==> src/rtl/poly_host_bridge.sv <==
// poly_host_bridge: host stream <-> dual-port operand BRAM bridge for the POLY multiplier
//   clock_i, reset_n_i          : clock, asynchronous active-low reset
//   s_data_i/s_valid_i/s_ready_o: operand words in (A, B, M, M'_0 written to BRAM 0..3NS+N-1)
//   m_data_o/m_valid_o/m_ready_i: result words out (read from BRAM 3NS+N..4NS+N-1)
//   BRAM_*                      : host-side BRAM port, 1-cycle read latency
//   load_start_o, store_done_i  : handshake with the POLY memory controller
//   busy_o, done_o              : transaction in progress / completion pulse
module poly_host_bridge #(
    parameter int WORD_WIDTH = 17,
    parameter int N = 5,
    parameter int S = 4,
    localparam int ADDR_LEN = $clog2(4*N*S+N)+1
) (
    input  logic                  clock_i,
    input  logic                  reset_n_i,
    input  logic [WORD_WIDTH-1:0] s_data_i,
    input  logic                  s_valid_i,
    output logic                  s_ready_o,
    output logic [WORD_WIDTH-1:0] m_data_o,
    output logic                  m_valid_o,
    input  logic                  m_ready_i,
    output logic                  BRAM_we_o,
    output logic [ADDR_LEN-1:0]   BRAM_addr_o,
    output logic [WORD_WIDTH-1:0] BRAM_din_o,
    input  logic [WORD_WIDTH-1:0] BRAM_dout_i,
    output logic                  load_start_o,
    input  logic                  store_done_i,
    output logic                  busy_o,
    output logic                  done_o
);
    localparam int OP_WORDS = 3*N*S+N;
    localparam logic [ADDR_LEN-1:0] OP_LAST  = ADDR_LEN'(OP_WORDS-1);
    localparam logic [ADDR_LEN-1:0] RES_BASE = ADDR_LEN'(OP_WORDS);
    localparam logic [ADDR_LEN-1:0] RES_LAST = ADDR_LEN'(N*S-1);
    typedef enum logic [2:0] {
        IDLE = 3'd0, WRITE_OPS = 3'd1, START = 3'd2, WAIT_RES = 3'd3,
        RD_ADDR = 3'd4, RD_DATA = 3'd5, SEND = 3'd6, DONE = 3'd7
    } state_t;
    state_t state, next;
    logic [ADDR_LEN-1:0] wr_cnt, rd_cnt;
    logic hs;
    assign hs = s_valid_i & s_ready_o;
    always_ff @(posedge clock_i or negedge reset_n_i)
        if (!reset_n_i) state <= IDLE;
        else state <= next;
    always_comb begin
        next = state;
        case (state)
            IDLE, WRITE_OPS: if (hs) next = (wr_cnt == OP_LAST) ? START : WRITE_OPS;
            START:           next = WAIT_RES;
            WAIT_RES:        if (store_done_i) next = RD_ADDR;
            RD_ADDR:         next = RD_DATA;
            RD_DATA:         next = SEND;
            SEND:            if (m_ready_i) next = (rd_cnt == RES_LAST) ? DONE : RD_ADDR;
            default:         next = IDLE;
        endcase
    end
    // s_ready_o is gated by reset so no write can be issued while reset is held
    always_comb begin
        s_ready_o    = reset_n_i & (state == IDLE || state == WRITE_OPS);
        BRAM_we_o    = hs;
        BRAM_din_o   = s_data_i;
        BRAM_addr_o  = (state == RD_ADDR) ? RES_BASE + rd_cnt : wr_cnt;
        load_start_o = state == START;
        m_valid_o    = state == SEND;
        done_o       = state == DONE;
        busy_o       = state != IDLE;
    end
    // rd_cnt saturates on the last word; DONE returns it to zero
    always_ff @(posedge clock_i or negedge reset_n_i)
        if (!reset_n_i) begin
            wr_cnt   <= '0;
            rd_cnt   <= '0;
            m_data_o <= '0;
        end else begin
            if (hs) wr_cnt <= (wr_cnt == OP_LAST) ? '0 : wr_cnt + ADDR_LEN'(1);
            if (state == DONE) rd_cnt <= '0;
            else if (state == SEND && m_ready_i && rd_cnt != RES_LAST) rd_cnt <= rd_cnt + ADDR_LEN'(1);
            if (state == RD_DATA) m_data_o <= BRAM_dout_i;
        end
endmodule
==> config.mk <==
export PLATFORM = sky130hd
export DESIGN_NAME = poly_host_bridge
export DESIGN_NICKNAME = d
export VERILOG_FILES = /design/src/rtl/poly_host_bridge.sv
export SDC_FILE = /design/constraint.sdc
export NUM_CORES = 1
export LEC_CHECK = 0
export CAP_MARGIN = 20
export CELL_PAD_IN_SITES_DETAIL_PLACEMENT = 1
export CELL_PAD_IN_SITES_GLOBAL_PLACEMENT = 1
export CORE_MARGIN = 2
export CORE_UTILIZATION = 33
export CTS_CLUSTER_DIAMETER = 60
export CTS_CLUSTER_SIZE = 30
export DETAILED_ROUTE_END_ITERATION = 16
export GPL_TIMING_DRIVEN = 0
export PLACE_DENSITY_LB_ADDON = 0.1
export SYNTH_ARGS = -nofsm -noshare
export SYNTH_HDL_FRONTEND = slang
export SYNTH_SLANG_ARGS = --single-unit
==> constraint.sdc <==
create_clock -name clock_i -period 4.2 [get_ports clock_i]
set_input_delay 0.63 -clock clock_i [delete_from_list [all_inputs] [get_ports clock_i]]
set_output_delay 0.63 -clock clock_i [all_outputs]
set_load 0.005 [all_outputs]
==> summary.txt, run 1 <==
run status -> complete, no violations
RSZ-0062 raised after global routing -> false
CP Capture Type -> primary output
fraction of registers with async set/reset -> 1.00
antenna violations before repair -> 0
synthesized cell area -> 1990 µm²
Routed WL -> 5.17 mm
worst setup path endpoint -> BRAM_addr_o[4]
CTS Buffer Depth -> 2
gpl congestion -> 0.778
routed wire length on met3 -> 530 µm
die area -> 6660 µm²
share of cells above drive strength 1 -> 0.214
final slew viol count -> 0
clock latency on the worst-skew pair -> 0.29 ns
Antenna Diode Count -> 0
post-CTS setup buffers -> 0
Core Area -> 5890 µm²
leading cell type in the layout, fill and taps excluded -> clkdlybuf4s50_1
startpoint types -> flop
Max Clock Skew -> 0.00512 ns
residual DRC count -> 0
Clock Sinks -> 36
Main synth FF type -> dfrtp_1
syn nets -> 235
worst min path class -> primary input to asynchronous set/reset pin
IO Count -> 87
Seq cells post-synth -> 36
CTS tree -> built
first-pass detailed-route iteration total -> 2
mean post-synth cell area -> 10.3 µm²
r2r startpoint -> wr_cnt[0]
Final min period -> 3.00 ns
commonest non-fill, non-tap cells in the layout -> clkdlybuf4s50_1, dfrtp_1, mux2_2, buf_4, nand2_1
Pleak -> 1.24 nW
vias after detailed routing -> 1,692
Yosys Warn Count -> 0
Die Ht -> 81.6 µm
post-route ant nets -> 0
Starting Density -> 0.338
CTS Buf Count -> 5
Die W -> 81.6 µm
switching part of the total power -> 0.325
CTS root buf -> clkbuf_8
endpoints failing setup -> 0
reg-to-reg endpoint -> state[0]
hpwl dp -> 4.02 mm
DR vias/cell -> 4.89
Power Internal -> 1.07 mW
post-cts gate resize count -> 0
critical path type -> flop to primary output
grt ovf -> 0
sequential fraction of the synthesis area -> 0.453
fmax -> 0.333 GHz
Rows -> 28
Final Power -> 1.59 mW
Final Worst Setup Slack -> 1.20 ns
post-synth cell types -> 44
P_sw -> 516 µW
Flop pwr share -> 0.359
Worst VDD drop -> 0.000268 V
IO Port Bufs -> 69
Final Hold Vio Count -> 0
pre-CTS setup slack -> 1.49 ns
GRT Overall Usage -> 0.169
max cap viols -> 0
cell count of the worst reg-to-reg path -> 6
Post-CTS Hold Fix Bufs -> 0
power share of the combinational group -> 0.477
DRT met1 WL -> 2.22 mm
CP max FO -> 10
largest net degree at the start of global routing -> 32
number of synthesized flops with an enable pin -> 0
highest metal used -> met4
met2 routed WL -> 2.36 mm
H-tree levels -> 2
Slew @ Worst Pin -> 0.900 ns
P per Cell Area -> 551 nW/µm²
Initial DRC Count -> 25
Final nets -> 312
r2r setup slk -> 2.25 ns
Area Overhead vs Synth -> 44.9%
Synth Instances -> 193
WP data required -> 3.57 ns
period utilisation layout -> 0.714
worst path arrival time -> 2.37 ns
first-pass GRT wire length -> 8.56 mm
Slew headroom -> 0.395
Worst-path clk slew -> 0.08 ns
crit path from -> state[1]
vias in the first global route -> 1,775
Clk pwr share -> 0.164
Wirelength per Cell -> 14.9 µm
worst min-delay path by stage:
| stage | endpoint | slack, ns | cells past startpoint |
|---|---|---|---|
| 2_1_floorplan | m_data_o[0] | 0.33 | 0 |
| 3_3_place_gp | m_data_o[0] | 0.47 | 1 |
| 3_5_place_dp | wr_cnt[7] | 0.49 | 1 |
| 4_1_cts | rd_cnt[2] | 0.19 | 1 |
| 5_1_grt | rd_cnt[3] | 0.20 | 1 |
| 6_report | wr_cnt[3] | 0.19 | 1 |
power groups by stage:
| stage | logic [mW] | registers (mW) | clock network [mW] |
|---|---|---|---|
| after floorplan | 0.370 | 0.566 | 0 |
| after global routing | 0.842 | 0.589 | 0.286 |
| after CTS | 0.771 | 0.570 | 0.269 |
| final | 0.757 | 0.570 | 0.259 |
| after detailed placement | 0.766 | 0.575 | 0 |
| after global placement | 0.754 | 0.569 | 0 |
cell type report:
class                   count  area (µm²)
plain buffers              25         165
clock inverters             2        10.0
fillers                   679        3010
multi-input cells         126         900
inverters                   6        22.5
well taps                  75        93.8
repair buffers             70         706
clock buffers               6        82.6
flip-flops and latches     36         901
through the flow:
stage / hold slack [ns] / instances / cell area, µm² / setup TNS (ns) / util
finish: 0.189 / 346 / 2880 / 0 / 0.489
global placement: 0.472 / 337 / 2770 / -0.0724 / 0.471
detailed placement: 0.487 / 338 / 2790 / 0 / 0.474
CTS: 0.191 / 346 / 2880 / 0 / 0.489
global route: 0.198 / 346 / 2880 / 0 / 0.489
floorplan: 0.334 / 193 / 1990 / 0 / -
synthesized netlist by cell type (2+ instances only):
cell type | count | area (µm²)
o21ai_0 | 7 | 35.0
and2_1 | 2 | 12.5
a21o_1 | 6 | 45.0
mux2_1 | 3 | 33.8
a21oi_1 | 7 | 35.0
inv_1 | 5 | 18.8
nand2_1 | 15 | 56.3
buf_2 | 6 | 30.0
mux2_2 | 17 | 191
dfrtp_1 | 36 | 901
nor4bb_1 | 2 | 20.0
nor2_1 | 12 | 45.0
a31oi_1 | 4 | 25.0
ha_1 | 3 | 37.5
nand3_1 | 10 | 50.1
nor3_1 | 2 | 10.0
or3_1 | 2 | 12.5
buf_4 | 17 | 128
clkbuf_1 | 2 | 7.51
xnor2_1 | 6 | 52.6
nand2b_1 | 4 | 25.0
a41oi_1 | 2 | 17.5
nand4_1 | 2 | 12.5
per-layer routing:
| layer | vias to the layer above | track usage |
|---|---|---|
| met5 | - | 0 |
| met3 | 6 | 0.0846 |
| li1 | 818 | - |
| met4 | 0 | 0.0500 |
| met1 | 810 | 0.209 |
| met2 | 58 | 0.261 |
critical path, stage by stage, from the launching register on:
cell,delay [ns]
dfrtp_1,0.39
buf_2,0.18
nor3_2,0.38
clkbuf_1,0.38
nor2_1,0.08
a31oi_1,0.14
clkdlybuf4s50_1,0.51
kinds of logic after synthesis:
group                    after synthesis  share of synthesized area
buffers and inverters                 31                     0.0944
adder cells (fa/ha/maj)                3                     0.0189
AO/OA/AOI/OAI                         31                      0.100
multiplexers                          20                      0.113
AND/OR/NAND/NOR                       65                      0.189
XOR/XNOR                               7                     0.0308
flip-flops                            36                      0.453
state kept, by name, summed over array words and instances (netlist names):
name,cells
state,3
rd_cnt,8
wr_cnt,8
m_data_o,17
Power figures use the tool's default switching activity.
==> run 2, diff against run 1 <==
CORE_UTILIZATION = 28   (was 33)
clock period = 2.61 ns   (was 4.2 ns; I/O delays follow)
==> run 2 against run 1 <==
Core utilization down 5.8 points. Cell count up 6.4%. Worst hold slack got worse by 0.17 ns. Clock skew fell by 0.0018 ns. Combinational power is 62% higher. Critical path depth unchanged. Clock power is 93% higher. Global-route usage shrank 3.0 points. Worst setup slack got worse by 1.1 ns. Non-clock buffer count increased by 1. Sequential cell count stayed put. Critical endpoint is now BRAM_addr_o[6].
==> summary.txt, run 2 (synthesized netlist as in run 1, its figures left out) <==
die area -> 7790 µm² (+17%)
H-tree levels -> 2 (unchanged)
GRT Overall Usage -> 0.140 (-0.0298)
Largest register FFs -> 17 (unchanged)
Die Ht -> 88.3 µm (+8.1%)
Antenna Diode Count -> 0 (unchanged)
Top Registers -> m_data_o: 17 flops, rd_cnt: 8 flops, wr_cnt: 8 flops
CP cell instances -> ha_1, nand3_1, nor2_1, xnor2_1, mux2_2, clkdlybuf4s50_1
period utilisation layout -> 0.949
vias in the first global route -> 1,729 (-2.6%)
first-pass detailed-route iteration total -> 3 (+1)
fmax -> 0.404 GHz
RSZ-0062 raised after global routing -> false
endpoints failing setup -> 0 (unchanged)
hpwl dp -> 4.04 mm (+0.58%)
first-pass GRT wire length -> 8.36 mm (-2.3%)
Max Clock Skew -> 0.00335 ns (-0.00177 ns)
CTS tree -> built
P_sw -> 842 µW (+63%)
Placed Cells -> 359 (+6.2%)
antenna violations before repair -> 0 (unchanged)
power share of the combinational group -> 0.465 (-0.012)
WP data required -> 2.22 ns (-1.35 ns)
Slew @ Worst Pin -> 0.822 ns (-0.0772 ns)
clock latency on the worst-skew pair -> 0.29 ns (about the same)
Clock Sinks -> 36 (unchanged)
Slowest Stage Delay on Critical Path -> 0.49 ns (-0.02 ns)
CTS Buffer Depth -> 2 (unchanged)
Post-DP Area -> 2810 µm² (+0.94%)
Finished Cell Area -> 2940 µm² (+2.2%)
residual DRC count -> 0 (unchanged)
Wirelength per Cell -> 14.3 µm (-4.3%)
max cap viols -> 0 (unchanged)
Final Hold Vio Count -> 0 (unchanged)
Clk pwr share -> 0.189 (+0.025)
P per Cell Area -> 899 nW/µm² (+63%)
Core Area -> 6830 µm² (+16%)
Final nets -> 313 (+0.32%)
fin util -> 0.431 (-0.0584)
CP Capture Type -> primary output
run status -> complete, no violations
largest net degree at the start of global routing -> 25 (-22%)
Die W -> 88.3 µm (+8.1%)
gpl congestion -> 0.727 (-6.6%)
leading cell type in the layout, fill and taps excluded -> clkdlybuf4s50_1
Initial DRC Count -> 39 (+56%)
grt ovf -> 0 (unchanged)
Non-Filler Instances -> 368 (+6.4%)
IO Count -> 87 (unchanged)
commonest non-fill, non-tap cells in the layout -> clkdlybuf4s50_1, dfrtp_1, buf_4, mux2_2, nand2_1
worst min path class -> primary input to asynchronous set/reset pin
Area Overhead vs Synth -> 48.1%
IO Port Bufs -> 69 (unchanged)
worst path arrival time -> 2.08 ns (-0.29 ns)
final slew viol count -> 0 (unchanged)
Worst-path clk slew -> 0.08 ns (about the same)
CTS Buf Count -> 5 (unchanged)
register name with the most flops -> m_data_o
Routed WL -> 5.26 mm (+1.7%)
Final min period -> 2.48 ns
Starting Density -> 0.291 (-0.0468)
Worst VDD drop -> 0.000415 V (+55%)
Power Internal -> 1.81 mW (+69%)
startpoint types -> flop
fill count -> 802 (+18%)
CP max FO -> 5 (-5)
Worst path slowest cell -> clkdlybuf4s50_1
DR vias/cell -> 4.57 (-6.5%)
switching part of the total power -> 0.318 (-0.00712)
Slew headroom -> 0.447 (+0.0519)
CTS root buf -> clkbuf_8
Rows -> 30 (+7.1%)
Pleak -> 1.25 nW (+0.95%)
post-route ant nets -> 0 (unchanged)
share of cells above drive strength 1 -> 0.224 (+0.0102)
critical path type -> flop to primary output
Flop pwr share -> 0.346 (-0.013)
vias after detailed routing -> 1,683 (-0.53%)
==> run 2: per-layer routing <==
| metal | share of wire | track usage | vias up |
|---|---|---|---|
| met3 | 0.077 | 0.0504 | 5 |
| li1 | - | - | 815 |
| met4 | 0.012 | 0.0537 | 0 |
| met5 | 0 | 0 | - |
| met2 | 0.49 | 0.217 | 55 |
| met1 | 0.43 | 0.178 | 808 |
==> run 2: path summary, 6_finish.rpt <==
kind,startpoint,endpoint,slack [ns],cells past startpoint
worst min register to register,m_data_o[0],m_data_o[0],0.50,1
min in group clock_i,m_data_o[0],m_data_o[0],0.50,1
worst min-delay path,reset_n_i,rd_cnt[4],0.02,1
worst max-delay path,rd_cnt[0],BRAM_addr_o[6],0.13,6
max in group asynchronous,reset_n_i,wr_cnt[0],2.12,2
worst max register to register,wr_cnt[1],state[0],0.75,6
==> run 2: repair_timing <==
item	in CTS	in global routing
endpoints found under the setup margin	6	5
hold buffers	0	0
buffers inserted	0	1
pin swaps	0	1
gates resized for setup	2	3
==> run 2: cell type report <==
type	count	area, µm²	share of cell area
clock inverter	3	42.5	0.0144
timing repair buffer	71	713	0.242
tap	96	120	0.0408
clock buffer	5	68.8	0.0234
multi-input combinational	126	906	0.308
buffer	25	169	0.0574
inverter	6	22.5	0.00765
sequential	36	902	0.306
==> run 2: stage by stage <==
| step | setup TNS [ns] | setup WS [ns] | hold slack, ns | total power [mW] |
|---|---|---|---|---|
| floorplan | 0 | 0.906 | 0.0959 | 1.51 |
| global placement | -9.52 | -1.26 | 0.475 | 2.14 |
| detailed placement | 0 | 0.127 | 0.360 | 2.16 |
| CTS | 0 | 0.0180 | 0.0329 | 2.69 |
| global route | 0 | 0.0173 | 0.0389 | 2.86 |
| finish | 0 | 0.134 | 0.0216 | 2.65 |
==> run 2: worst max-delay path, delay by kind of cell, from the launching register on <==
kind | cells | cell delay [ns]
XOR/XNOR | 1 | 0.16
adder cells (fa/ha/maj) | 1 | 0.22
buffers and inverters | 1 | 0.49
flip-flops | 1 | 0.41
multiplexers | 1 | 0.20
AND/OR/NAND/NOR | 2 | 0.31
==> run 2: power by group through the flow <==
stage               Sequential, mW  Clock, mW  Combinational [mW]
CTS                          0.918      0.524                1.25
finish                       0.916      0.501                1.23
floorplan                    0.911          0               0.595
detailed placement           0.929          0                1.23
global placement             0.917          0                1.22
global route                 0.952      0.539                1.37
